`config.mk`:
```
export PLATFORM = sky130hd
export DESIGN_NAME = nibble_demux_flat
export DESIGN_NICKNAME = d
export VERILOG_FILES = /design/src/rtl/nibble_demux_if.sv /design/src/rtl/nibble_demux.sv /design/src/flat_wrapper.sv
export SDC_FILE = /design/constraint.sdc
export NUM_CORES = 1
export LEC_CHECK = 0
export ABC_CLOCK_PERIOD_IN_PS = 5600
export BUFFER_PORTS_ARGS = -buffer_cell sky130_fd_sc_hd__buf_2
export CORE_MARGIN = 2
export CORE_UTILIZATION = 44
export CTS_BUF_LIST = sky130_fd_sc_hd__clkbuf_2 sky130_fd_sc_hd__clkbuf_4 sky130_fd_sc_hd__clkbuf_8
export CTS_CLUSTER_DIAMETER = 50
export DETAILED_ROUTE_END_ITERATION = 10
export GPL_TIMING_DRIVEN = 0
export PLACE_DENSITY = 0.65
export SYNTH_ARGS = -nofsm -noshare
export SYNTH_HDL_FRONTEND = slang
export SYNTH_SLANG_ARGS = --single-unit
```
`constraint.sdc`:
```
create_clock -name clk_i -period 5.6 [get_ports clk_i]
set_input_delay 0.56 -clock clk_i [delete_from_list [all_inputs] [get_ports clk_i]]
set_output_delay 0.56 -clock clk_i [all_outputs]
set_load 0.02 [all_outputs]
```
`src/rtl/nibble_demux_if.sv`:
```
`default_nettype none
// ============================================================================
// Module      : nibble_demux_if
// Description : Nibble input bus and assembled-frame output bundle.
// Revision    : 1.0 - initial release
// ============================================================================
interface nibble_demux_if;
    logic        in_valid;
    logic [1:0]  in_sel;
    logic [3:0]  in_data;
    logic [3:0]  out0;
    logic [3:0]  out1;
    logic [3:0]  out2;
    logic [3:0]  out3;
    logic [15:0] out_word;
    logic        frame_valid;
    logic        seq_error;
    logic        busy;

    modport master (
        output in_valid, in_sel, in_data,
        input  out0, out1, out2, out3, out_word, frame_valid, seq_error, busy
    );

    modport slave (
        input  in_valid, in_sel, in_data,
        output out0, out1, out2, out3, out_word, frame_valid, seq_error, busy
    );
endinterface
`default_nettype wire

```
`src/rtl/nibble_demux.sv`:
```
`default_nettype none
// ============================================================================
// Module      : nibble_demux
// Description : Collects four in-order nibbles into a registered 16-bit frame.
// Revision    : 1.0 - initial release
// ============================================================================
module nibble_demux #(
    parameter logic [7:0] TIMEOUT_CYCLES = 8'd255
) (
    input  wire logic     clk_i,
    input  wire logic     rst_i,
    nibble_demux_if.slave bus
);

    typedef enum logic [0:0] {
        ST_IDLE    = 1'b0,
        ST_COLLECT = 1'b1
    } state_t;

    localparam logic [1:0] c_LAST_IDX = 2'd3;

    state_t     state_q, state_d;
    logic [1:0] exp_q, exp_d;
    logic [3:0] s0_q, s0_d;
    logic [3:0] s1_q, s1_d;
    logic [3:0] s2_q, s2_d;
    logic [7:0] idle_q, idle_d;
    logic [3:0] out0_q, out0_d;
    logic [3:0] out1_q, out1_d;
    logic [3:0] out2_q, out2_d;
    logic [3:0] out3_q, out3_d;
    logic       fv_q, fv_d;
    logic       se_q, se_d;
    logic [7:0] w_idle_inc;

    // Saturate so a disabled timeout never wraps back into a false match.
    assign w_idle_inc = (idle_q == 8'hFF) ? idle_q : idle_q + 8'd1;

    always_ff @(posedge clk_i or posedge rst_i) begin
        if (rst_i) begin
            state_q <= ST_IDLE;
            exp_q   <= 2'd0;
            s0_q    <= 4'd0;
            s1_q    <= 4'd0;
            s2_q    <= 4'd0;
            idle_q  <= 8'd0;
            out0_q  <= 4'd0;
            out1_q  <= 4'd0;
            out2_q  <= 4'd0;
            out3_q  <= 4'd0;
            fv_q    <= 1'b0;
            se_q    <= 1'b0;
        end else begin
            state_q <= state_d;
            exp_q   <= exp_d;
            s0_q    <= s0_d;
            s1_q    <= s1_d;
            s2_q    <= s2_d;
            idle_q  <= idle_d;
            out0_q  <= out0_d;
            out1_q  <= out1_d;
            out2_q  <= out2_d;
            out3_q  <= out3_d;
            fv_q    <= fv_d;
            se_q    <= se_d;
        end
    end

    always_comb begin
        state_d = state_q;
        exp_d   = exp_q;
        s0_d    = s0_q;
        s1_d    = s1_q;
        s2_d    = s2_q;
        idle_d  = idle_q;
        out0_d  = out0_q;
        out1_d  = out1_q;
        out2_d  = out2_q;
        out3_d  = out3_q;
        fv_d    = 1'b0;
        se_d    = 1'b0;

        if (state_q == ST_IDLE) begin
            if (bus.in_valid) begin
                if (bus.in_sel == 2'd0) begin
                    s0_d    = bus.in_data;
                    exp_d   = 2'd1;
                    idle_d  = 8'd0;
                    state_d = ST_COLLECT;
                end else begin
                    se_d = 1'b1;
                end
            end
        end else begin
            if (bus.in_valid) begin
                if ((bus.in_sel == exp_q) && (exp_q != c_LAST_IDX)) begin
                    case (exp_q)
                        2'd0:    s0_d = bus.in_data;
                        2'd1:    s1_d = bus.in_data;
                        default: s2_d = bus.in_data;
                    endcase
                    exp_d  = exp_q + 2'd1;
                    idle_d = 8'd0;
                end else if ((bus.in_sel == c_LAST_IDX) && (exp_q == c_LAST_IDX)) begin
                    out0_d  = s0_q;
                    out1_d  = s1_q;
                    out2_d  = s2_q;
                    out3_d  = bus.in_data;
                    fv_d    = 1'b1;
                    exp_d   = 2'd0;
                    idle_d  = 8'd0;
                    state_d = ST_IDLE;
                end else if (bus.in_sel == 2'd0) begin
                    // A fresh slot 0 mid-frame is treated as the start of a new frame.
                    se_d   = 1'b1;
                    s0_d   = bus.in_data;
                    exp_d  = 2'd1;
                    idle_d = 8'd0;
                end else begin
                    se_d    = 1'b1;
                    exp_d   = 2'd0;
                    idle_d  = 8'd0;
                    state_d = ST_IDLE;
                end
            end else begin
                idle_d = w_idle_inc;
                if ((TIMEOUT_CYCLES != 8'd0) && (w_idle_inc == TIMEOUT_CYCLES)) begin
                    se_d    = 1'b1;
                    exp_d   = 2'd0;
                    idle_d  = 8'd0;
                    state_d = ST_IDLE;
                end
            end
        end
    end

    assign bus.out0        = out0_q;
    assign bus.out1        = out1_q;
    assign bus.out2        = out2_q;
    assign bus.out3        = out3_q;
    assign bus.out_word    = {out3_q, out2_q, out1_q, out0_q};
    assign bus.frame_valid = fv_q;
    assign bus.seq_error   = se_q;
    assign bus.busy        = (state_q == ST_COLLECT);

endmodule
`default_nettype wire

```
`src/flat_wrapper.sv`:
```
// flat-port wrapper written by rule: the top's interface ports become plain ports
module nibble_demux_flat 
#(
    parameter logic [7:0] TIMEOUT_CYCLES = 8'd255
)
  (clk_i, rst_i, bus_in_valid, bus_in_sel, bus_in_data, bus_out0, bus_out1, bus_out2, bus_out3, bus_out_word, bus_frame_valid, bus_seq_error, bus_busy);
  nibble_demux_if bus_i ();
  input  wire logic clk_i;
  input  wire logic rst_i;
  input wire logic [$bits(bus_i.in_valid)-1:0] bus_in_valid;
  input wire logic [$bits(bus_i.in_sel)-1:0] bus_in_sel;
  input wire logic [$bits(bus_i.in_data)-1:0] bus_in_data;
  output wire logic [$bits(bus_i.out0)-1:0] bus_out0;
  output wire logic [$bits(bus_i.out1)-1:0] bus_out1;
  output wire logic [$bits(bus_i.out2)-1:0] bus_out2;
  output wire logic [$bits(bus_i.out3)-1:0] bus_out3;
  output wire logic [$bits(bus_i.out_word)-1:0] bus_out_word;
  output wire logic [$bits(bus_i.frame_valid)-1:0] bus_frame_valid;
  output wire logic [$bits(bus_i.seq_error)-1:0] bus_seq_error;
  output wire logic [$bits(bus_i.busy)-1:0] bus_busy;
  assign bus_i.in_valid = bus_in_valid;
  assign bus_i.in_sel = bus_in_sel;
  assign bus_i.in_data = bus_in_data;
  assign bus_out0 = bus_i.out0;
  assign bus_out1 = bus_i.out1;
  assign bus_out2 = bus_i.out2;
  assign bus_out3 = bus_i.out3;
  assign bus_out_word = bus_i.out_word;
  assign bus_frame_valid = bus_i.frame_valid;
  assign bus_seq_error = bus_i.seq_error;
  assign bus_busy = bus_i.busy;
  nibble_demux #(.TIMEOUT_CYCLES(TIMEOUT_CYCLES)) u_core (.clk_i(clk_i), .rst_i(rst_i), .bus(bus_i));
endmodule
```
# Word level (Yosys, flattened, before mapping)
# Cells that the tools add are included.
# Widths: inputs -> output; s select.
dict set report totals {
  reg_bits 41
  in_bits 9
  out_inout_bits 35
  wordCells 78
}
dict set report classes {
  n_addsub 2
  n_eq_ne 9
  muxes 39
  n_bitwise 2
  n_reduce_logical 14
}
# operator n
set op_table {}
lappend op_table {{$mux 8} 6}
lappend op_table {{$mux 4} 7}
lappend op_table {{$mux 1} 19}
lappend op_table {{$eq 8x8->1 const B} 2}
lappend op_table {{$mux 2} 7}
lappend op_table {{$reduce_and 4->1} 3}
lappend op_table {{$add 8x1->8 const B} 1}
lappend op_table {{$ne 3x3->1 const B} 2}
lappend op_table {{$reduce_and 3->1} 2}
lappend op_table {{$reduce_bool 2->1} 3}
lappend op_table {{$eq 2x2->1 const B} 2}
lappend op_table {{$logic_not 2->1} 2}
lappend op_table {{$add 2x1->2 const B} 1}
lappend op_table {{$eq 2x1->1 const B} 1}
lappend op_table {{$eq 2x2->1} 1}
lappend op_table {{$logic_and 1x1->1} 2}
lappend op_table {{$ne 2x2->1 const B} 1}
lappend op_table {{$not 1->1} 2}
lappend op_table {{$reduce_and 2->1} 1}
lappend op_table {{$reduce_or 2->1} 1}

# Longest topological paths before layout
# Gate-level depths: netlist (run 1).
dict set report logic_depth {
  depth_word 6
  ltp_mapped 8
}

# Least setup slack after synthesis (run 1)
# No wires, ideal clock.
dict set report synth_path {
  kind {register to register}
  from {reg u_core.exp_q[0]}
  to {reg u_core.s0_q[0]}
  setup_ps 128
  t_arrival_ps 1830
  required_time_ps 5472
  slack_ps 3643
  path_stages_with_launch 6
  path_buffers 0
  synth_period_minus_slack_ps 1957
  path_cell_list {dfrtp_1 ha_1 nor4b_4 mux2i_1 nor3_2 mux2_1}
}
dict set report synth_between {
  elab_chain_len 5
  elab_cells_between_ends 12
  cone_classes {eq/ne (5); mux (3); reduce/logical (4)}
}
# element line_no
set synth_rtl {}
lappend synth_rtl {{from (decl)} nibble_demux.sv:23} ;# logic [1:0] exp_q, exp_d;
lappend synth_rtl {{from (signal assigned)} nibble_demux.sv:55} ;# exp_q <= exp_d;
lappend synth_rtl {{$eq 2x2->1 or $ne 2x2->1 (tied branches)} nibble_demux.sv:96} ;# if ((bus.in_sel == exp_q) && (exp_q != c_LAST_IDX)) begin
lappend synth_rtl {{$logic_and 1x1->1} nibble_demux.sv:96}
lappend synth_rtl {{$mux 4} nibble_demux.sv:96}
lappend synth_rtl {{$mux 4} nibble_demux.sv:95} ;# if (bus.in_valid) begin
lappend synth_rtl {{$mux 4} nibble_demux.sv:83} ;# if (state_q == ST_IDLE) begin
lappend synth_rtl {{to (signal assigned)} nibble_demux.sv:43} ;# s0_q <= 4'd0;
lappend synth_rtl {{to (signal assigned)} nibble_demux.sv:56} ;# s0_q <= s0_d;
lappend synth_rtl {{to (decl)} nibble_demux.sv:24} ;# logic [3:0] s0_q, s0_d;
# Parallel ways exist; a longest one is shown, timed or not. The select of a mux whose other input is x is not followed.
# A chain may end at the register's enable or synchronous reset.

# Final worst setup path (run 1)
dict set report layout_path {
  from {reg u_core.exp_q[0]}
  to {reg u_core.s0_q[1]}
}
# Same word-level chain as after synthesis.

==> impl_metrics.tcl, run 1 <==
set metrics [dict create \
    postSynthAreaPerCell_sq_um 11.2 \
    drt_first_pass_iters 4 \
    dr_wl_met2_mm 2.01 \
    ys_seq_area_share_pct 47.4 \
    slew_headroom_pct 42.8 \
    synth_edf_count 0 \
    start_util_pct 45.8 \
    hold_buffers 0 \
    nNetsFinal 255 \
    fmax_mhz 438 \
    grt_pass1_vias 1441 \
    power_frac_clock_pct 21.8 \
    yosysTopAreaCell "dfrtp_1" \
    reg2regPathDepth 5 \
    grt_usage_pct 16.7 \
    p_int_mw 0.727 \
    drc_errors 0 \
    async_flop_share_pct 100 \
    top_level_ports 44 \
    grt_pass1_wl_mm 6.94 \
    clockBufferDepth 2 \
    p_comb_share_pct 38.9 \
    cts_tree "built" \
    final_common_cell "buf_2" \
    seqPwrFrac_pct 39.3 \
    fillers 437 \
    std_cell_rows 25 \
    worst_slew_pin_slew_ns 0.856 \
    htreeDepth 2 \
    post_cts_buffers 0 \
    drive_gt1_share_pct 40.3 \
    clkSinkCount 41 \
    cp.arrival_ns 2.46 \
    overflow 0 \
    dp_hpwl_mm 2.95 \
    coreArea_sq_um 4720 \
    ir_drop_v 0.000233 \
    max_cap_viol_count 0 \
    p_switching_mw 0.400 \
    via_per_inst 5.12 \
    clk_pin_slew_worst_paths_ns 0.09 \
    dieArea_sq_um 5500 \
    worstHoldPathType "in -> async" \
    synthFlopType "dfrtp_1" \
    r2r_end "u_core.s0_q[1]$_DFFE_PP0P_" \
    dr_wl_met3_um 197 \
    drt-wirelength-per-cell_um 13.6 \
    cpPeakStageDelay_ns 0.48 \
    synth_top_area_share_pct 47.4 \
    dp_worst_setup_slack_ns 3.28 \
    status "completed" \
    skew_ns 0.00981 \
    ys_warn_count 0 \
    numCtsBuffers 5 \
    cts_root_buf "clkbuf_8" \
    crit_slowest_cell "dfrtp_1" \
    diodes 0 \
    path_cells "ha_1, nor4b_4, mux2i_1, nor3_2, mux2_1" \
    die_h_um 74.1 \
    critPathRequiredTime_ns 5.78 \
    finalSetupViolations 0 \
    power_per_cell_area_nw_per_um2 438 \
    antenna_found_initial 0 \
    postSynthNetCount 206 \
    port_buffers 42 \
    die_w_um 74.1 \
    drt_iter0_drc 69 \
    synth_seq_cells 41 \
    netlist_instances 193 \
    synthDistinctLibCells 39 \
    final_cell_mix "buf_2, dfrtp_1, mux2_2" \
    period_minus_slack_ns 2.28 \
    cts_resized 0 \
    ant_nets 0 \
    synthToLayoutAreaGrowth_pct 18.9 \
    routabilityCongestion 0.842 \
    wl_mm 4.21 \
    setup_tns_ns 0 \
    cp-start-kind "flop" \
    synth_area_sq_um 2160 \
    crit_path_end_kind "flop" \
    hold_violations 0 \
    rsz0062_at_grt "false" \
    path_max_fanout 8 \
    switching_share_pct 35.5 \
    grt_start_max_net_pins 42 \
    top_layer "met4" \
    clkLatencyLatePin_ns 0.30 \
    routed-via-count 1586 \
    synth.area.top_cells "dfrtp_1, mux2_2, buf_4" \
    r2r-start "u_core.exp_q[0]$_DFFE_PP0P_" \
    leakage_nw 1.32 \
    path_class "reg -> reg" \
    wl_met1_mm 1.97 \
    ff2ff_setup_slack_ns 3.32 \
    period_share_pct 40.7 \
    setup_ws_ns 3.32 \
    drv_slew 0 \
]
cell usage after synthesis, types with 2 or more instances:
library cell and n:
dfrtp_1 41, mux2_2 24, buf_4 16, nand2_1 13
a211oi_1 10, nand3_1 8, inv_1 7, nor2_1 7
clkbuf_1 6, o21ai_0 5, o22a_1 5, ha_1 4
mux2_1 4, a21o_1 3, a21oi_1 3, nor3_1 3
a22o_1 2, a32o_1 2, and2_1 2, and3_1 2
buf_2 2, mux2i_1 2, nand2b_1 2, nand4_1 2
o22ai_1 2, o31ai_1 2, xor2_1 2
how the worst max path moves through the flow:
stage	start	slack (ns)	cells after the start	endpoint
2_1_floorplan	u_core.exp_q[0]$_DFFE_PP0P_	3.64	5	u_core.s0_q[0]$_DFFE_PP0P_
3_3_place_gp	bus_in_sel[1]	3.34	6	u_core.s0_q[3]$_DFFE_PP0P_
3_5_place_dp	bus_in_sel[1]	3.28	6	u_core.s0_q[2]$_DFFE_PP0P_
4_1_cts	u_core.exp_q[0]$_DFFE_PP0P_	3.28	5	u_core.s0_q[1]$_DFFE_PP0P_
5_1_grt	u_core.exp_q[0]$_DFFE_PP0P_	3.17	6	u_core.bus.out1[3]$_DFFE_PP0P_
6_report	u_core.exp_q[0]$_DFFE_PP0P_	3.32	5	u_core.s0_q[1]$_DFFE_PP0P_
final cells by class:
cell class	instances	area (sq um)	area share [%]
Tap cell	67	83.8	3.26
Clock inverter	2	38.8	1.51
Clock buffer	6	76.3	2.97
Multi-Input combinational cell	120	948	36.8
Sequential cell	41	1030	39.9
Inverter	7	26.3	1.02
Timing Repair Buffer	42	210	8.17
Buffer	25	164	6.37
power by group through the flow:
| stage | clock, mW | combinational (mW) | sequential, mW |
|---|---|---|---|
| 2_1_floorplan | 0 | 0.274 | 0.492 |
| 3_3_place_gp | 0 | 0.434 | 0.446 |
| 3_5_place_dp | 0 | 0.442 | 0.450 |
| 4_1_cts | 0.253 | 0.443 | 0.444 |
| 5_1_grt | 0.267 | 0.475 | 0.456 |
| 6_report | 0.246 | 0.438 | 0.443 |
kinds of logic (layout without fill, tap and decap cells):
family | Yosys count | after routing | synth area share, %
DFF | 41 | 41 | 47.4
AOI/OAI and AO/OA | 38 | 38 | 12.9
buffers and inverters | 32 | 82 | 8.79
adders and majority gates | 4 | 4 | 2.31
muxes | 30 | 30 | 15.5
xor gates and xnor gates | 4 | 4 | 1.97
and+or+nand+nor | 44 | 44 | 11.1
per-layer routing:
layer / vias up / global-route usage, %
met5: - / 0
met4: 0 / 5.45
met3: 4 / 4.74
met2: 52 / 26.0
met1: 756 / 22.5
li1: 774 / -
critical path, delay by kind of cell (launching register included):
kind | cells | cell delay, ns
fa+ha+maj | 1 | 0.34
simple gates | 2 | 0.81
flops | 1 | 0.48
mux | 2 | 0.52
per-stage QoR:
step | util, % | instances | hold slack, ns | power (mW) | instance area [sq um]
after CTS | 54.5 | 310 | 0.464 | 1.14 | 2570
after floorplan | - | 193 | 0.454 | 0.766 | 2160
after detailed placement | 52.1 | 302 | 0.473 | 0.892 | 2460
final | 54.5 | 310 | 0.431 | 1.13 | 2570
after global routing | 54.5 | 310 | 0.499 | 1.20 | 2570
after global placement | 52.1 | 302 | 0.466 | 0.880 | 2460
state kept, by name (all words and copies together), names as in the netlist:
register,flops
u_core.bus.out1,4
u_core.bus.out3,4
u_core.s2_q,4
u_core.s0_q,4
u_core.bus.seq_error,1
u_core.bus.out0,4
u_core.exp_q,2
u_core.bus.busy,1
u_core.s1_q,4
u_core.bus.frame_valid,1
u_core.bus.out2,4
u_core.idle_q,8
(Power assumes the default switching activity.)
==> run 2: changes to the inputs <==
Settings changed: ABC_CLOCK_PERIOD_IN_PS 5600 to 2100.
Clock period 5.6 ns to 2.1 ns, I/O delays scaled along.
==> run 2 against run 1 <==
Compared with the run above: final cell count is the same; non-clock buffer count is the same; sequential share of layout area shrank 0.35 points; sequential cell count is the same; sequential power grew to 2.7 times the previous value; critical path depth grew 2; count of clock-buffer cells in the layout is the same; setup slack lost 3.2 ns.
==> impl_metrics.tcl, run 2 (same netlist as run 1, synthesis figures left out) <==
set metrics [dict create \
    status "completed" \
    hold_slack_ns 0.0801 \
    clkLatencyLatePin_ns 0.30 \
    die_w_um 74.1 \
    htreeDepth 2 \
    coreArea_sq_um 4720 \
    path_class "reg -> reg" \
    path_buf_inv 2 \
    path_cells "clkbuf_1, and3_1, nand2_1, a32o_1, buf_2, a211oi_1, o22a_1" \
    largest_reg_flops 8 \
    drt-wirelength-per-cell_um 13.9 \
    grt_use_met2_pct 25.9 \
    period_share_pct 93.5 \
    path_max_fanout 10 \
    drc_errors 0 \
    cts_root_buf "clkbuf_8" \
    cp.arrival_ns 2.21 \
    seqPwrFrac_pct 39.2 \
    setup_ws_ns 0.136 \
    p_comb_share_pct 39.2 \
    setup_tns_ns 0 \
    synthToLayoutAreaGrowth_pct 20.4 \
    rsz0062_at_grt "false" \
    dp_worst_setup_slack_ns -0.186 \
    drt_iter0_drc 83 \
    fmax_mhz 509 \
    period_minus_slack_ns 1.96 \
    r2r-start "u_core.idle_q[2]$_DFFE_PP0P_" \
    p_switching_mw 1.08 \
    clkSinkCount 41 \
    dp_hpwl_mm 2.95 \
    final_cell_mix "buf_2, dfrtp_1, mux2_2" \
    skew_ns 0.0101 \
    worst_slew_pin_slew_ns 0.860 \
    hold_violations 0 \
    finalSetupViolations 0 \
    busiest_layer "met2" \
    die_h_um 74.1 \
    grt_start_max_net_pins 42 \
    ant_nets 0 \
    regMostFlops "u_core.idle_q" \
    crit_path_end_kind "flop" \
    power_mw 3.04 \
    p_int_mw 1.96 \
    antenna_found_initial 0 \
    wl_mm 4.32 \
    worstHoldPathType "in -> async" \
    grt_pass1_vias 1441 \
    start_util_pct 45.8 \
    final_common_cell "buf_2" \
    routabilityCongestion 0.842 \
    crit_slowest_cell "dfrtp_1" \
    leakage_nw 1.32 \
    use_met1_pct 23.2 \
    critPathRequiredTime_ns 2.34 \
    numCtsBuffers 5 \
    clk_pin_slew_worst_paths_ns 0.09 \
    ir_drop_v 0.000619 \
    diodes 0 \
    overflow 0 \
    switching_share_pct 35.5 \
    met3_usage_pct 4.74 \
    std_cell_rows 25 \
    grt_usage_pct 16.9 \
    dieArea_sq_um 5500 \
    port_buffers 42 \
    drt_first_pass_iters 4 \
    cp-start-kind "flop" \
    via_per_inst 5.17 \
    cpPeakStageDelay_ns 0.33 \
    clockBufferDepth 2 \
    cp_top_family "compound AO/OA/AOI/OAI gates" \
    hold_buffers 0 \
    drv_slew 0 \
    nNetsFinal 255 \
    critPathLaunch "u_core.idle_q[2]$_DFFE_PP0P_" \
    power_per_cell_area_nw_per_um2 1170 \
    drive_gt1_share_pct 43.6 \
    top_level_ports 44 \
    power_frac_clock_pct 21.6 \
    grt_pass1_wl_mm 7.01 \
    slew_headroom_pct 42.6 \
    routed-via-count 1602 \
    max_cap_viol_count 0 \
    cts_tree "built" \
]
run 2: changes by cell type in the layout (fill, tap and decap cells not counted), sizes merged:
cell / delta
clkbuf: -1
buf: +1
run 2: final cells by class:
class	instances	area, sq um
Fill cell	433	2120
Clock buffer	6	76.3
Multi-Input combinational cell	120	972
Buffer	24	161
Sequential cell	41	1030
Clock inverter	2	38.8
Timing Repair Buffer	43	218
Inverter	7	26.3
Tap cell	67	83.8
run 2: power groups by stage:
stage	Sequential, mW	Combinational (mW)	Clock [mW]
after floorplan	1.31	0.731	0
after global placement	1.19	1.16	0
after detailed placement	1.20	1.18	0
after CTS	1.18	1.19	0.674
after global routing	1.23	1.29	0.714
final	1.19	1.19	0.656
run 2: final timing paths:
kind                                                     end  slack, ns  cells past startpoint
min in group clk_i                u_core.s0_q[0]$_DFFE_PP0P_       0.18                      2
max in group asynchronous        u_core.exp_q[0]$_DFFE_PP0P_       1.41                      2
worst min-delay path            u_core.idle_q[2]$_DFFE_PP0P_       0.08                      2
worst min register to register    u_core.s0_q[3]$_DFFE_PP0P_       0.48                      1
worst max register to register  u_core.idle_q[5]$_DFFE_PP0P_       0.14                      7
worst max-delay path            u_core.idle_q[5]$_DFFE_PP0P_       0.14                      7
run 2: routing by layer:
| layer | vias to the layer above | share of wire [%] |
|---|---|---|
| li1 | 777 | - |
| met5 | - | 0 |
| met4 | 0 | 0.79 |
| met3 | 4 | 5.5 |
| met2 | 67 | 47 |
| met1 | 754 | 47 |
run 2: stage by stage:
| stage | util (%) | std cells | cell area, sq um |
|---|---|---|---|
| after global placement | 52.1 | 302 | 2460 |
| final | 55.2 | 310 | 2610 |
| after global routing | 55.2 | 310 | 2610 |
| after detailed placement | 52.1 | 302 | 2460 |
| after CTS | 54.8 | 310 | 2590 |
| after floorplan | - | 193 | 2160 |
run 2: what timing repair did:
| item | in CTS | in global routing |
|---|---|---|
| pin swaps | 1 | 0 |
| buffers inserted | 1 | 0 |
| gates cloned | 0 | 0 |
| setup endpoints to repair | 19 | 29 |
| gates resized for setup | 3 | 6 |
